<file path="src/rtl/conv_pkg.sv">
// Shared types and constants for the 3x3, four-lane convolution sequencer.
package conv_pkg;

  typedef enum logic [1:0] {
    StIdle,
    StRun,
    StDrain
  } state_e;

  localparam int unsigned K      = 3;
  localparam int unsigned NTAP   = K * K;
  localparam int unsigned NLANE  = 4;
  localparam int unsigned TAP_W  = 4;
  localparam int unsigned LANE_W = 2;

endpackage

</file>
<file path="src/rtl/tap_addr_gen.sv">
// Per-lane SRAM address for one window tap; flags taps that fall outside the image.
module tap_addr_gen
  import conv_pkg::*;
#(
  parameter int unsigned IMG_W  = 256,
  parameter int unsigned IMG_H  = 256,
  parameter int unsigned ADDR_W = 16,
  parameter int unsigned YW     = 8,
  parameter int unsigned XW     = 8
) (
  input  logic [YW-1:0]     y_i,
  input  logic [XW-1:0]     x0_i,
  input  logic [TAP_W-1:0]  t_i,
  input  logic [LANE_W-1:0] lane_i,
  output logic [ADDR_W-1:0] addr_o,
  output logic              en_o,
  output logic              pad_o
);

  int r;
  int c;

  always_comb begin
    // Window is centred on the output pixel, hence the -1 offsets.
    r      = int'(y_i) + int'(t_i) / int'(K) - 1;
    c      = int'(x0_i) + int'(lane_i) + int'(t_i) % int'(K) - 1;
    pad_o  = (r < 0) || (r >= int'(IMG_H)) || (c < 0) || (c >= int'(IMG_W));
    en_o   = !pad_o;
    addr_o = pad_o ? '0 : ADDR_W'(r * int'(IMG_W) + c);
  end

endmodule

</file>
<file path="src/rtl/conv_sched.sv">
// Coefficient loader and frame sweeper for the four-lane 3x3 convolution datapath.
module conv_sched
  import conv_pkg::*;
#(
  parameter int unsigned IMG_W  = 256,
  parameter int unsigned IMG_H  = 256,
  parameter int unsigned ADDR_W = 16
) (
  input  logic              clk,
  input  logic              rst_n,
  input  logic              fc_valid_i,
  input  logic              start_i,
  input  logic              hold_i,
  output logic              coef_we_o,
  output logic [3:0]        coef_idx_o,
  output logic              coef_ready_o,
  output logic [ADDR_W-1:0] addr0_o,
  output logic [ADDR_W-1:0] addr1_o,
  output logic [ADDR_W-1:0] addr2_o,
  output logic [ADDR_W-1:0] addr3_o,
  output logic              en0_o,
  output logic              en1_o,
  output logic              en2_o,
  output logic              en3_o,
  output logic              wen0_o,
  output logic              wen1_o,
  output logic              wen2_o,
  output logic              wen3_o,
  output logic              tap_valid_o,
  output logic [3:0]        tap_idx_o,
  output logic [3:0]        tap_zero_o,
  output logic              acc_clr_o,
  output logic              pix_done_o,
  output logic              busy_o,
  output logic              done_o
);

  localparam int unsigned YW = (IMG_H > 1) ? $clog2(IMG_H) : 1;
  localparam int unsigned XW = (IMG_W > 1) ? $clog2(IMG_W) : 1;
  localparam logic [YW-1:0]    YLast = YW'(IMG_H - 1);
  localparam logic [XW-1:0]    XLast = XW'(IMG_W - NLANE);
  localparam logic [TAP_W-1:0] TLast = TAP_W'(NTAP - 1);

  state_e           state_q, state_d;
  logic [YW-1:0]    y_q, y_d;
  logic [XW-1:0]    x0_q, x0_d;
  logic [TAP_W-1:0] t_q, t_d;
  logic [TAP_W-1:0] cnt_q, cnt_d;
  logic             coef_ready_q, coef_ready_d;

  logic             tap_valid_q, tap_valid_d;
  logic [TAP_W-1:0] tap_idx_q, tap_idx_d;
  logic [NLANE-1:0] tap_zero_q, tap_zero_d;
  logic             acc_clr_q, acc_clr_d;
  logic             pix_done_q, pix_done_d;

  logic             issue;
  logic [ADDR_W-1:0] lane_addr [NLANE];
  logic [NLANE-1:0]  lane_en;
  logic [NLANE-1:0]  lane_pad;

  for (genvar i = 0; i < NLANE; i++) begin : g_lane
    tap_addr_gen #(
      .IMG_W (IMG_W),
      .IMG_H (IMG_H),
      .ADDR_W(ADDR_W),
      .YW    (YW),
      .XW    (XW)
    ) u_tap_addr_gen (
      .y_i   (y_q),
      .x0_i  (x0_q),
      .t_i   (t_q),
      .lane_i(LANE_W'(i)),
      .addr_o(lane_addr[i]),
      .en_o  (lane_en[i]),
      .pad_o (lane_pad[i])
    );
  end

  always_comb begin
    state_d      = state_q;
    y_d          = y_q;
    x0_d         = x0_q;
    t_d          = t_q;
    cnt_d        = cnt_q;
    coef_ready_d = coef_ready_q;
    coef_we_o    = 1'b0;
    issue        = 1'b0;

    unique case (state_q)
      StIdle: begin
        // A coefficient write takes priority over a coincident start.
        if (fc_valid_i) begin
          coef_we_o = 1'b1;
          if (cnt_q == TLast) begin
            cnt_d        = '0;
            coef_ready_d = 1'b1;
          end else begin
            cnt_d        = cnt_q + 1'b1;
            coef_ready_d = 1'b0;
          end
        end else if (start_i && coef_ready_q) begin
          state_d = StRun;
          y_d     = '0;
          x0_d    = '0;
          t_d     = '0;
        end
      end
      StRun: begin
        if (!hold_i) begin
          issue = 1'b1;
          if (t_q == TLast) begin
            t_d = '0;
            if (x0_q == XLast) begin
              x0_d = '0;
              if (y_q == YLast) begin
                state_d = StDrain;
              end else begin
                y_d = y_q + 1'b1;
              end
            end else begin
              x0_d = x0_q + XW'(NLANE);
            end
          end else begin
            t_d = t_q + 1'b1;
          end
        end
      end
      StDrain: state_d = StIdle;
      default: state_d = StIdle;
    endcase
  end

  // Tap side-band is delayed one cycle to line up with the SRAM read data.
  always_comb begin
    tap_valid_d = issue;
    tap_idx_d   = issue ? t_q : '0;
    tap_zero_d  = issue ? lane_pad : '0;
    acc_clr_d   = issue && (t_q == '0);
    pix_done_d  = issue && (t_q == TLast);
  end

  always_ff @(posedge clk or negedge rst_n) begin
    if (!rst_n) begin
      state_q      <= StIdle;
      y_q          <= '0;
      x0_q         <= '0;
      t_q          <= '0;
      cnt_q        <= '0;
      coef_ready_q <= 1'b0;
      tap_valid_q  <= 1'b0;
      tap_idx_q    <= '0;
      tap_zero_q   <= '0;
      acc_clr_q    <= 1'b0;
      pix_done_q   <= 1'b0;
    end else begin
      state_q      <= state_d;
      y_q          <= y_d;
      x0_q         <= x0_d;
      t_q          <= t_d;
      cnt_q        <= cnt_d;
      coef_ready_q <= coef_ready_d;
      tap_valid_q  <= tap_valid_d;
      tap_idx_q    <= tap_idx_d;
      tap_zero_q   <= tap_zero_d;
      acc_clr_q    <= acc_clr_d;
      pix_done_q   <= pix_done_d;
    end
  end

  always_comb begin
    addr0_o = (state_q == StRun) ? lane_addr[0] : '0;
    addr1_o = (state_q == StRun) ? lane_addr[1] : '0;
    addr2_o = (state_q == StRun) ? lane_addr[2] : '0;
    addr3_o = (state_q == StRun) ? lane_addr[3] : '0;
    {en3_o, en2_o, en1_o, en0_o}     = issue ? lane_en : '0;
    {wen3_o, wen2_o, wen1_o, wen0_o} = '0;
    coef_idx_o   = coef_we_o ? cnt_q : '0;
    coef_ready_o = coef_ready_q;
    tap_valid_o  = tap_valid_q;
    tap_idx_o    = tap_idx_q;
    tap_zero_o   = tap_zero_q;
    acc_clr_o    = acc_clr_q;
    pix_done_o   = pix_done_q;
    busy_o       = (state_q != StIdle);
    done_o       = (state_q == StDrain);
  end

endmodule

</file>
<file path="config.mk">
export PLATFORM = sky130hd
export DESIGN_NAME = conv_sched
export DESIGN_NICKNAME = d
export VERILOG_FILES = /design/src/rtl/conv_pkg.sv /design/src/rtl/tap_addr_gen.sv /design/src/rtl/conv_sched.sv
export SDC_FILE = /design/constraint.sdc
export NUM_CORES = 1
export LEC_CHECK = 0
export BUFFER_PORTS_ARGS = -buffer_cell sky130_fd_sc_hd__buf_2
export CORE_ASPECT_RATIO = 2
export CORE_MARGIN = 5
export CORE_UTILIZATION = 35
export CTS_CLUSTER_SIZE = 30
export DETAILED_ROUTE_END_ITERATION = 6
export SETUP_SLACK_MARGIN = 0.3
export SLEW_MARGIN = 10
export SYNTH_ARGS = -nofsm -noshare
export SYNTH_HDL_FRONTEND = slang
export SYNTH_SLANG_ARGS = --single-unit
</file>
<file path="constraint.sdc">
create_clock -name clk -period 10.3 [get_ports clk]
set_clock_uncertainty 0.1 [all_clocks]
set_input_delay 0 -clock clk [delete_from_list [all_inputs] [get_ports clk]]
set_output_delay 0 -clock clk [all_outputs]
set_load 0.03 [all_outputs]
</file>
==> results.ini <==
[sta]
hold_viol_final=0
max_freq_ghz=0.1050
finalSetupTns_ps=0
slew_headroom=0.1640
grt_setup_unrepaired=false
fin_crit_sh=0.9250
worst_pin_slew_ps=1251
slew_viol_final=0
setup_viol=0
whs_ps=38.15
period_minus_slack_ps=9527

[routing]
vias=12190
drt-total-wl_mm=53.79
drt.antenna.violating_nets=0
avgViaCountPerCell=6.407
first_pass_iters=5
route.detailed.drc=0
avgRoutedWirePerCell_um=28.27
drt_iter0_drc=909

[min_path]
hold_depth=3
hold_path.class=primary input to register
min_from=fc_valid_i
hold_path_end=coef_ready_o

[synth]
ys_ff_latch=36
ys_seq_area_frac=0.08714
ys_async_sr_fraction=1.000
synth_area_leader_cell=ha_1
yosysMostFrequentCell=nor2_1
synth.distinct_cells=112
yosysWarnings=0
synth_edf_count=0
ys_top_cells_by_area=ha_1, dfrtp_1, xnor2_1
synth_top_flop_cell=dfrtp_1
netlist_top_cells_count=nor2_1, nand2_1, a21oi_1
synth_area_um2=10340
syn_avg_cell_area_um2=7.052
syn-instance-count=1466
synth_top_area_frac=0.1210

[clock_tree]
tritoncts=built
htreeDepth=2
cts_sinks=36
numCtsBuffers=5
clk_pin_slew_ps=60
worstSkewPairLatency_ps=300
cts_buffer_depth=2
cts-root-buf=clkbuf_16

[floorplanning]
ios=96
core_um2=29400
rows=89
start_util=0.3517
die_h_um=253.1
die_w_um=131.5
dieArea_um2=33290

[setup_path]
worstSetupStartpointType=register
r2r-start=t_q[3]
path_class=register to primary output
worst-r2r-cell-count=27
cpPeakStageDelay_ps=680
ff2ff_setup_slack_ps=1370
worstReg2RegEnd=tap_zero_o[1]
worst_ep_required_time_ps=10200
arrival_ps=9430
crit_path_end_kind=primary output
path_max_fanout=29
cp_slowest_cell=dfrtp_1

[grt]
grtUsageMet2=0.5692
grt_max_degree=37
overflow=0
grtUsageMet3=0.04970
grt_pass1_wl_mm=77.67
track_usage=0.3122
top_usage_layer=met2
antenna_found_initial=2
grt_pass1_vias=12180
met1_usage=0.2799

[place]
port_buffers=91
hpwl_mm=43.54
routabilityCongestion=1.099

[cells_and_area]
synthToLayoutAreaGrowth_pct=10.47
fin_nets=1650
drive_gt1_frac=0.1346

[flow_run]
maxCapViolCount=0

[outcome]
outcome=finished clean

[per-layer routing]
metal | vias up | routed length [um]
met5 | - | 0
met4 | 0 | 7047
met3 | 289 | 3116
met2 | 622 | 26930
met1 | 5790 | 16700
li1 | 5491 | -
[layout by cell type, fill, tap and decap left out, types with 16 or more instances in the layout]
master      n
inv_1     102
and3_1     17
nor4_1     16
a21oi_1   106
dfrtp_1    36
buf_2      91
a211oi_1   23
a21o_1     52
and2_1     23
nand3_1    25
nor3_1     66
ha_1       99
a31oi_1    19
mux2i_1    24
buf_4      44
nand2_1   117
xnor2_1    91
xor2_1     30
or3_1      16
o21ai_0    72
nor2_1    143
nand4_1    22
[final cells by class]
cell class,count,area (um^2)
repair buffers,137,805.8
clock inverters,1,8.758
inverters,108,407.9
flip-flops and latches,36,900.9
multi-input cells,1249,8707
fillers,3180,17980
diodes,1,2.502
well taps,364,455.4
clock buffers,7,132.6
[registers in the layout, summed over array words and instances (netlist names)]
| name | cells |
|---|---|
| tap_valid_o | 1 |
| cnt_q | 4 |
| state_q | 2 |
| tap_idx_o | 4 |
| pix_done_o | 1 |
| acc_clr_o | 1 |
| tap_zero_o | 4 |
| coef_ready_o | 1 |
| x0_q | 6 |
| y_q | 8 |
| t_q | 4 |
[through the flow]
stage / cell area, um^2 / cells / util / setup WS [ps]
CTS: 11400 / 1901 / 0.3877 / 456.4
finish: 11420 / 1903 / 0.3885 / 772.6
detailed placement: 11240 / 1891 / 0.3822 / 820.4
floorplan: 10360 / 1472 / - / 2580
global route: 11420 / 1902 / 0.3884 / 312.2
global placement: 11240 / 1891 / 0.3822 / 862.0
[worst max-delay path: cells and delay by family, from the launching register on]
kind | cells | cell delay [ps]
and+or+nand+nor | 10 | 3560
adders and majority gates | 4 | 1390
DFF | 1 | 680
AOI/OAI and AO/OA | 8 | 2150
xor gates and xnor gates | 1 | 240
muxes | 1 | 350
buffers and inverters | 3 | 710
[worst max-delay path by stage]
stage	start	to	slack [ps]	depth (start not counted)
5_1_grt	t_q[3]	addr0_o[7]	310	27
6_report	t_q[3]	addr0_o[7]	770	27
4_1_cts	t_q[3]	addr0_o[7]	460	28
3_5_place_dp	t_q[3]	addr0_o[7]	820	28
3_3_place_gp	t_q[3]	addr0_o[7]	860	28
2_1_floorplan	t_q[2]	addr2_o[15]	2580	37
[logic make-up after synthesis]
logic type,Yosys count,share of synthesized area
adder cells (fa/ha/maj),110,0.1386
multiplexers,33,0.03304
AO/OA/AOI/OAI,448,0.3027
AND/OR/NAND/NOR,528,0.2596
XOR/XNOR,122,0.1041
other,2,0.0007264
buffers and inverters,187,0.07419
flip-flops,36,0.08714
[timing repair]
item | CTS | global route
gates resized for setup | 0 | 2
setup endpoints to repair | 0 | 39
endpoints found under the hold margin | 37 | 0
hold buffers | 2 | 0
setup buffers | 0 | 0
Power is left out: the tool's default activity adds up to more than one toggle a clock period on the data nets, which glitch-free logic cannot reach.
